File: src/rtl/fphub_mult_pipe.sv
// fphub_mult_pipe: pipelined HUB floating-point multiplier with valid/ready on both sides.
// Define FPHUB_MULT_FLAGS_EN to add out_flags {invalid, overflow, underflow}.
module fphub_mult_pipe #(
  parameter int M = 23,
  parameter int E = 8,
  parameter int STAGES = 2
) (
  input  logic         clk,
  input  logic         rst_l,
  input  logic         in_valid,
  output logic         in_ready,
  input  logic [E+M:0] X,
  input  logic [E+M:0] Y,
  output logic         out_valid,
  input  logic         out_ready,
  output logic [E+M:0] Z
`ifdef FPHUB_MULT_FLAGS_EN
  ,
  output logic [2:0]   out_flags
`endif
);

  localparam int W  = E + M + 1;
  localparam int N  = M + 2;
  localparam int L  = N / 2;
  localparam int H  = N - L;
  localparam int PW = 2 * N;
  localparam logic [E+1:0] BIAS = (E+2)'(1) << (E - 1);
  localparam logic [E+1:0] EMAX = (E+2)'((1 << E) - 1);

  typedef struct packed {
    logic           sgn;
    logic           zero;
    logic           inf;
`ifdef FPHUB_MULT_FLAGS_EN
    logic           inv;
`endif
    logic [E+1:0]   es;
    logic [N+H-1:0] pp_hi;
    logic [N+L-1:0] pp_lo;
  } mid_t;

  typedef struct packed {
    logic [W-1:0] z;
`ifdef FPHUB_MULT_FLAGS_EN
    logic [2:0]   flags;
`endif
  } res_t;

  function automatic mid_t decode(
    input logic [W-1:0] x,
    input logic [W-1:0] y
  );
    mid_t d;
    logic [E-1:0] ex;
    logic [E-1:0] ey;
    logic [N-1:0] a;
    logic [N-1:0] b;
    ex = x[W-2:M];
    ey = y[W-2:M];
    a = {1'b1, x[M-1:0], 1'b1};
    b = {1'b1, y[M-1:0], 1'b1};
    d.sgn  = x[W-1] ^ y[W-1];
    d.zero = (ex == '0) | (ey == '0);
    d.inf  = (&ex) | (&ey);
`ifdef FPHUB_MULT_FLAGS_EN
    d.inv  = ((ex == '0) & (&ey)) | ((ey == '0) & (&ex));
`endif
    d.es   = {2'b00, ex} + {2'b00, ey} - BIAS;
    // Split multiplier so the adder tree can sit behind the first register
    d.pp_hi = {{H{1'b0}}, a} * {{N{1'b0}}, b[N-1:L]};
    d.pp_lo = {{L{1'b0}}, a} * {{N{1'b0}}, b[L-1:0]};
    return d;
  endfunction

  function automatic res_t finish(input mid_t d);
    res_t         r;
    logic [M+1:0] p_top;
    logic [M+1:0] p_lsb_unused;
    logic [E+1:0] es;
    logic [M-1:0] mant;
    logic         ovf;
    logic         unf;
    {p_top, p_lsb_unused} = {d.pp_hi, {L{1'b0}}}
                          + {{H{1'b0}}, d.pp_lo};
    es   = d.es + {{(E+1){1'b0}}, p_top[M+1]};
    mant = p_top[M+1] ? p_top[M:1] : p_top[M-1:0];
    ovf  = ~es[E+1] & (es >= EMAX);
    unf  = es[E+1] | (es == '0);
    r.z  = {d.sgn, es[E-1:0], mant};
    if (d.inf || (!d.zero && ovf))
      r.z = {d.sgn, {E{1'b1}}, {M{1'b0}}};
    else if (d.zero || unf)
      r.z = {d.sgn, {(E+M){1'b0}}};
`ifdef FPHUB_MULT_FLAGS_EN
    r.flags = (d.inf | d.zero) ? {d.inv, 2'b00}
                               : {1'b0, ovf, unf};
`endif
    return r;
  endfunction

  logic              stall;
  logic [STAGES-1:0] v;
  res_t              res_q;

  assign out_valid = v[STAGES-1];
  assign stall     = out_valid & ~out_ready;
  assign in_ready  = ~stall;
  assign Z         = res_q.z;
`ifdef FPHUB_MULT_FLAGS_EN
  assign out_flags = out_valid ? res_q.flags : 3'b000;
`endif

  always_ff @(posedge clk or negedge rst_l) begin
    if (!rst_l)
      v <= '0;
    else if (!stall)
      v <= (v << 1) | STAGES'(in_valid);
  end

  generate
    if (STAGES == 1) begin : g_one
      always_ff @(posedge clk or negedge rst_l) begin
        if (!rst_l)
          res_q <= '0;
        else if (!stall)
          res_q <= finish(decode(X, Y));
      end
    end else begin : g_multi
      mid_t [STAGES-2:0] mid;
      always_ff @(posedge clk or negedge rst_l) begin
        if (!rst_l) begin
          mid   <= '0;
          res_q <= '0;
        end else if (!stall) begin
          mid[0] <= decode(X, Y);
          for (int i = 1; i < STAGES - 1; i++)
            mid[i] <= mid[i-1];
          res_q <= finish(mid[STAGES-2]);
        end
      end
    end
  endgenerate

endmodule

File: config.mk
export PLATFORM = sky130hd
export DESIGN_NAME = fphub_mult_pipe
export DESIGN_NICKNAME = d
export VERILOG_FILES = /design/src/rtl/fphub_mult_pipe.sv
export SDC_FILE = /design/constraint.sdc
export NUM_CORES = 2
export LEC_CHECK = 0
export CORE_AREA = 8 8 206 208
export DETAILED_ROUTE_END_ITERATION = 7
export DIE_AREA = 0 0 214 216
export PLACE_DENSITY = 0.91
export SETUP_SLACK_MARGIN = 0.05
export SYNTH_ARGS = -nofsm -noshare
export SYNTH_HDL_FRONTEND = slang
export SYNTH_SLANG_ARGS = --single-unit
File: constraint.sdc
create_clock -name clk -period 5.1 [get_ports clk]
set_input_delay 1.02 -clock clk [delete_from_list [all_inputs] [get_ports clk]]
set_output_delay 1.02 -clock clk [all_outputs]
set_load 0.05 [all_outputs]
==> reports/qor.yml, run 1 <==
synthesis:
  synth.area.top_cells: "fa_1 (39%), dfrtp_1 (11%), ha_1 (10%)"
  synth_top_area_cell: "fa_1"
  ys_seq_area_frac: 0.112
  postSynth.asyncResetShare: 1.00
  syn_area_mm2: 0.0246
  synthDominantCellAreaShare: 0.391
  synth_top_flop_cell: "dfrtp_1"
  syn-num-nets: 3586
  syn_avg_cell_area_um2: 8.67
  synth_cell_types: 73
  netlist_instances: 2840
  yosysWarnings: 0
  synth-edff-count: 0
  synth_seq_cells: 110
sta:
  crit_endpoint: "g_multi.mid[34]$_DFFE_PN0N_/D"
  worst_endpoint_kind: "register input"
die:
  fp-row-count: 73
  fp.dieH_um: 216
  die_w_um: 214
  io_pins: 102
  start_util: 0.628
outcome:
  lastStage: "global routing (5_1_grt)"
  tool.error: "[ERROR GRT-0232] Routing congestion too high. Check the congestion heatmap in the GUI."
  status: "aborted with a tool error"
grt:
  grt_max_degree: 109
  grt_usage: 0.676
  overflow: 6
placed_design:
  io_buffers: 101
  dp_hpwl_um: 64800
  gp_congestion: 1.01
  placed_area_mm2: 0.0293
clock_tree:
  numCtsBuffers: 9
  clock-sinks: 110
  cts_root_buf: "clkbuf_16"
  holdBufCountCts: 0
  clockBufferDepth: 2
  h-tree-depth: 3
## cell families after synthesis
family / share of synthesized area
AOI/OAI and AO/OA: 0.0859
xor gates and xnor gates: 0.0288
adders and majority gates: 0.491
buffers and inverters: 0.115
DFF: 0.112
muxes: 0.00712
and+or+nand+nor: 0.160
## Yosys cell counts, types with 6 or more instances
library cell  instances
clkbuf_1            113
and4_1                7
a31oi_1              12
nand3b_1              7
o21a_1                7
buf_2                 6
nand2b_1             13
ha_1                197
a21o_1               43
dfrtp_1             110
nand4_1              19
nand2_1             492
nor2_1              137
o211ai_1              7
o21bai_1             15
nand3_1              17
and2_1              116
mux2i_1              13
o31ai_1               6
a21oi_1             130
nor2b_1              10
o21ai_0              65
nor4_1                6
inv_1               612
xor2_1               40
xnor2_1              39
nor3_1               11
fa_1                481
and3_1               12
## metal layers
layer	GRT usage	GRT overflow
met1	0.640	0
met2	0.811	2
met3	0.611	0
met4	0.645	4
met5	0.369	0
## per-stage QoR
stage	cells	setup slack [ns]
4_1_cts	3880	-0.860
3_3_place_gp	3689	-1.63
2_1_floorplan	2840	-0.732
3_5_place_dp	3689	-1.74
## what timing repair did
item                       in CTS
setup endpoints to repair      56
pin swaps                     214
hold endpoints to repair        0
gates resized for setup       520
setup buffers                 156
cloned                         20
==> inputs of run 2 (changes only) <==
==> config.mk (replaced) <==
export PLATFORM = sky130hd
export DESIGN_NAME = fphub_mult_pipe
export DESIGN_NICKNAME = d
export VERILOG_FILES = /design/src/rtl/fphub_mult_pipe.sv
export SDC_FILE = /design/constraint.sdc
export NUM_CORES = 2
export LEC_CHECK = 0
export CORE_AREA = 8 8 258 260
export DETAILED_ROUTE_END_ITERATION = 7
export DIE_AREA = 0 0 266 268
export PLACE_DENSITY_LB_ADDON = 0.15
export SYNTH_ARGS = -nofsm -noshare
export SYNTH_HDL_FRONTEND = slang
export SYNTH_SLANG_ARGS = --single-unit
==> run 2 against run 1 <==
The flow now finishes, with violations (setup timing). Synthesized cell count is the same. Area after synthesis is the same.
==> reports/qor.yml, run 2 <==
detailed_routing:
  route.detailed.drc: 0
  via_per_inst: 5.01
  vias: 21200
  ant_nets: 0
  drtIter0Drc: 1343
  firstDrtPassIters: 5
  wire_per_inst_um: 20.1
  drt-total-wl_um: 84800
synthesis:
  synth-edff-count: 0
  synth_cell_types: 73
  syn_area_mm2: 0.0246
  netlist_instances: 2840
  synth_top_flop_cell: "dfrtp_1"
  ys_seq_area_frac: 0.112
  synthMostInstantiatedCell: "inv_1"
  synth_top_area_cell: "fa_1"
  syn_avg_cell_area_um2: 8.67
  synth_common_cells: "inv_1 (612), nand2_1 (492), fa_1 (481)"
  synth.area.top_cells: "fa_1 (39%), dfrtp_1 (11%), ha_1 (10%)"
  syn-num-nets: 3586
  postSynth.asyncResetShare: 1.00
  synthDominantCellAreaShare: 0.391
  synth_seq_cells: 110
  yosysWarnings: 0
setup_path:
  crit_chain: "clkdlybuf4s15_2, buf_12, buf_12, nand2_1, fa_1, inv_1, fa_1, fa_1, fa_1, inv_1, fa_1, inv_2, ha_4, a21o_1, a21o_1, a21oi_2, a2bb2oi_2, and4_4, nor3_4, a31o_2, xor2_1, mux2_4"
  cpMostUsedCell: "fa_1"
  required_ns: 5.36
  arrival_ns: 6.15
  cp-start-kind: "input port"
  slowest_stage: "fa_1"
  crit_path_end_kind: "flop"
  crit_type: "in -> reg"
  slowest_delay_ns: 0.55
  crit_path_max_fanout: 5
placed_design:
  dp_slack_ns: -1.58
  placed_area_mm2: 0.0298
  io_buffers: 101
  dp_hpwl_um: 64500
  gp_congestion: 0.908
sta:
  maxSlewViolCount: 0
  rsz0062_at_grt: "true"
  setup_violations: 50
  layout_min_cycle_time_ns: 5.89
  fin_crit_sh: 1.15
  fmax_mhz: 170
  hold_viol_final: 0
  fin_skew_ns: 0.00734
  relSlewSlack: 0.457
  worst_pin_slew_ns: 0.814
  fin_ws_ns: -0.789
outcome:
  status: "complete, but fails checks"
  violations: "setup timing"
clock_tree:
  cts_root_buf: "clkbuf_16"
  clock_latency_ns: 0.37
  h-tree-depth: 3
  cts_tree: "yes"
  clk_pin_slew_worst_paths_ns: 0.08
  clock-sinks: 110
  clockBufferDepth: 2
  numCtsBuffers: 9
  holdBufCountCts: 0
hold_path:
  hold_class: "reg -> reg"
job:
  cap_violations: 0
grt:
  grt_pass1_wl_um: 131000
  antenna_found_initial: 0
  first_global_vias: 22700
  grt_max_degree: 76
  grt_usage: 0.237
  overflow: 0
die:
  start_util: 0.394
  die_w_um: 266
  io_pins: 102
  fp-row-count: 92
  coreArea_mm2: 0.0624
  die-area_mm2: 0.0713
  fp.dieH_um: 268
final_layout:
  design_area_mm2: 0.0340
  nets: 4119
  largest-register: "g_multi.mid"
  final_cell_mix: "inv_1 (531), nand2_1 (446), fa_1 (435)"
  layout-drive-gt1-share: 0.299
  area_delta_synth_final_pct: 38.1
  largest_reg_flops: 76
  fill_cells: 5635
  final_common_cell: "inv_1"
[run 2: cell counts after synthesis]
Identical to the previous run, type by type.
[run 2: layout make-up]
type,instances,area (µm²),area share
multi-input combinational,1987,20900,0.614
timing repair buffer,649,6650,0.196
sequential,110,2750,0.0810
inverter,615,2360,0.0695
tap,846,1060,0.0311
clock buffer,10,239,0.00703
clock inverter,6,55.1,0.00162
timing repair inverter,1,20.0,0.000589
antenna,1,2.50,0.0000736
[run 2: stage by stage]
step                utilization  hold slack (ns)  setup TNS (ns)  cells
global placement          0.478            0.446          -69.00   4025
floorplan                     -            0.430          -17.55   2840
CTS                       0.525            0.470          -27.59   4191
detailed placement        0.478            0.457          -71.59   4025
finish                    0.545            0.473          -25.81   4225
global route              0.545            0.477          -33.23   4224
[run 2: worst max-delay path, delay by kind of cell]
family | cells | cell delay (ns)
muxes | 1 | 0.26
buffers and inverters | 6 | 0.61
xor gates and xnor gates | 1 | 0.16
AOI/OAI and AO/OA | 5 | 0.95
and+or+nand+nor | 3 | 0.37
adders and majority gates | 6 | 2.76
[run 2: worst paths after layout]
check / start / to / slack, ns / cells past startpoint
max in group asynchronous: rst_l / g_multi.mid[81]$_DFFE_PN0N_ / 3.65 / 2
worst min register to register: v[0]$_DFFE_PN0N_ / v[0]$_DFFE_PN0N_ / 0.47 / 2
worst max register to register: g_multi.mid[59]$_DFFE_PN0N_ / Z[3]$_DFFE_PN0N_ / 0.38 / 17
worst max-delay path: Y[20] / g_multi.mid[68]$_DFFE_PN0N_ / -0.79 / 22
worst min-delay path: v[0]$_DFFE_PN0N_ / v[0]$_DFFE_PN0N_ / 0.47 / 2
min in group asynchronous: rst_l / Z[3]$_DFFE_PN0N_ / 0.48 / 1
[run 2: kinds of logic (layout without fill, tap and decap cells)]
family,Yosys count,in the layout,synth area share
AOI/OAI and AO/OA,341,341,0.0859
xor gates and xnor gates,80,80,0.0288
adders and majority gates,678,678,0.491
buffers and inverters,743,1281,0.115
DFF,110,110,0.112
muxes,17,17,0.00712
other,0,1,0
and+or+nand+nor,871,871,0.160
[run 2: repair_timing]
| item | 4_1_cts | 5_1_grt |
|---|---|---|
| endpoints found under the setup margin | 56 | 54 |
| setup buffers | 135 | 50 |
| gates cloned | 20 | 3 |
| resized for setup | 439 | 305 |
| pin swaps | 205 | 251 |
[run 2: metal layers]
layer	up-vias	wire length (µm)	track usage
li1	9719	-	-
met3	140	4600	0.0253
met2	671	39000	0.388
met5	-	0	0
met4	0	2900	0.0687
met1	10600	38300	0.332
Power of run 2 is not shown: default switching activity piles up to over one toggle a cycle in this logic, so the estimate is an artifact.
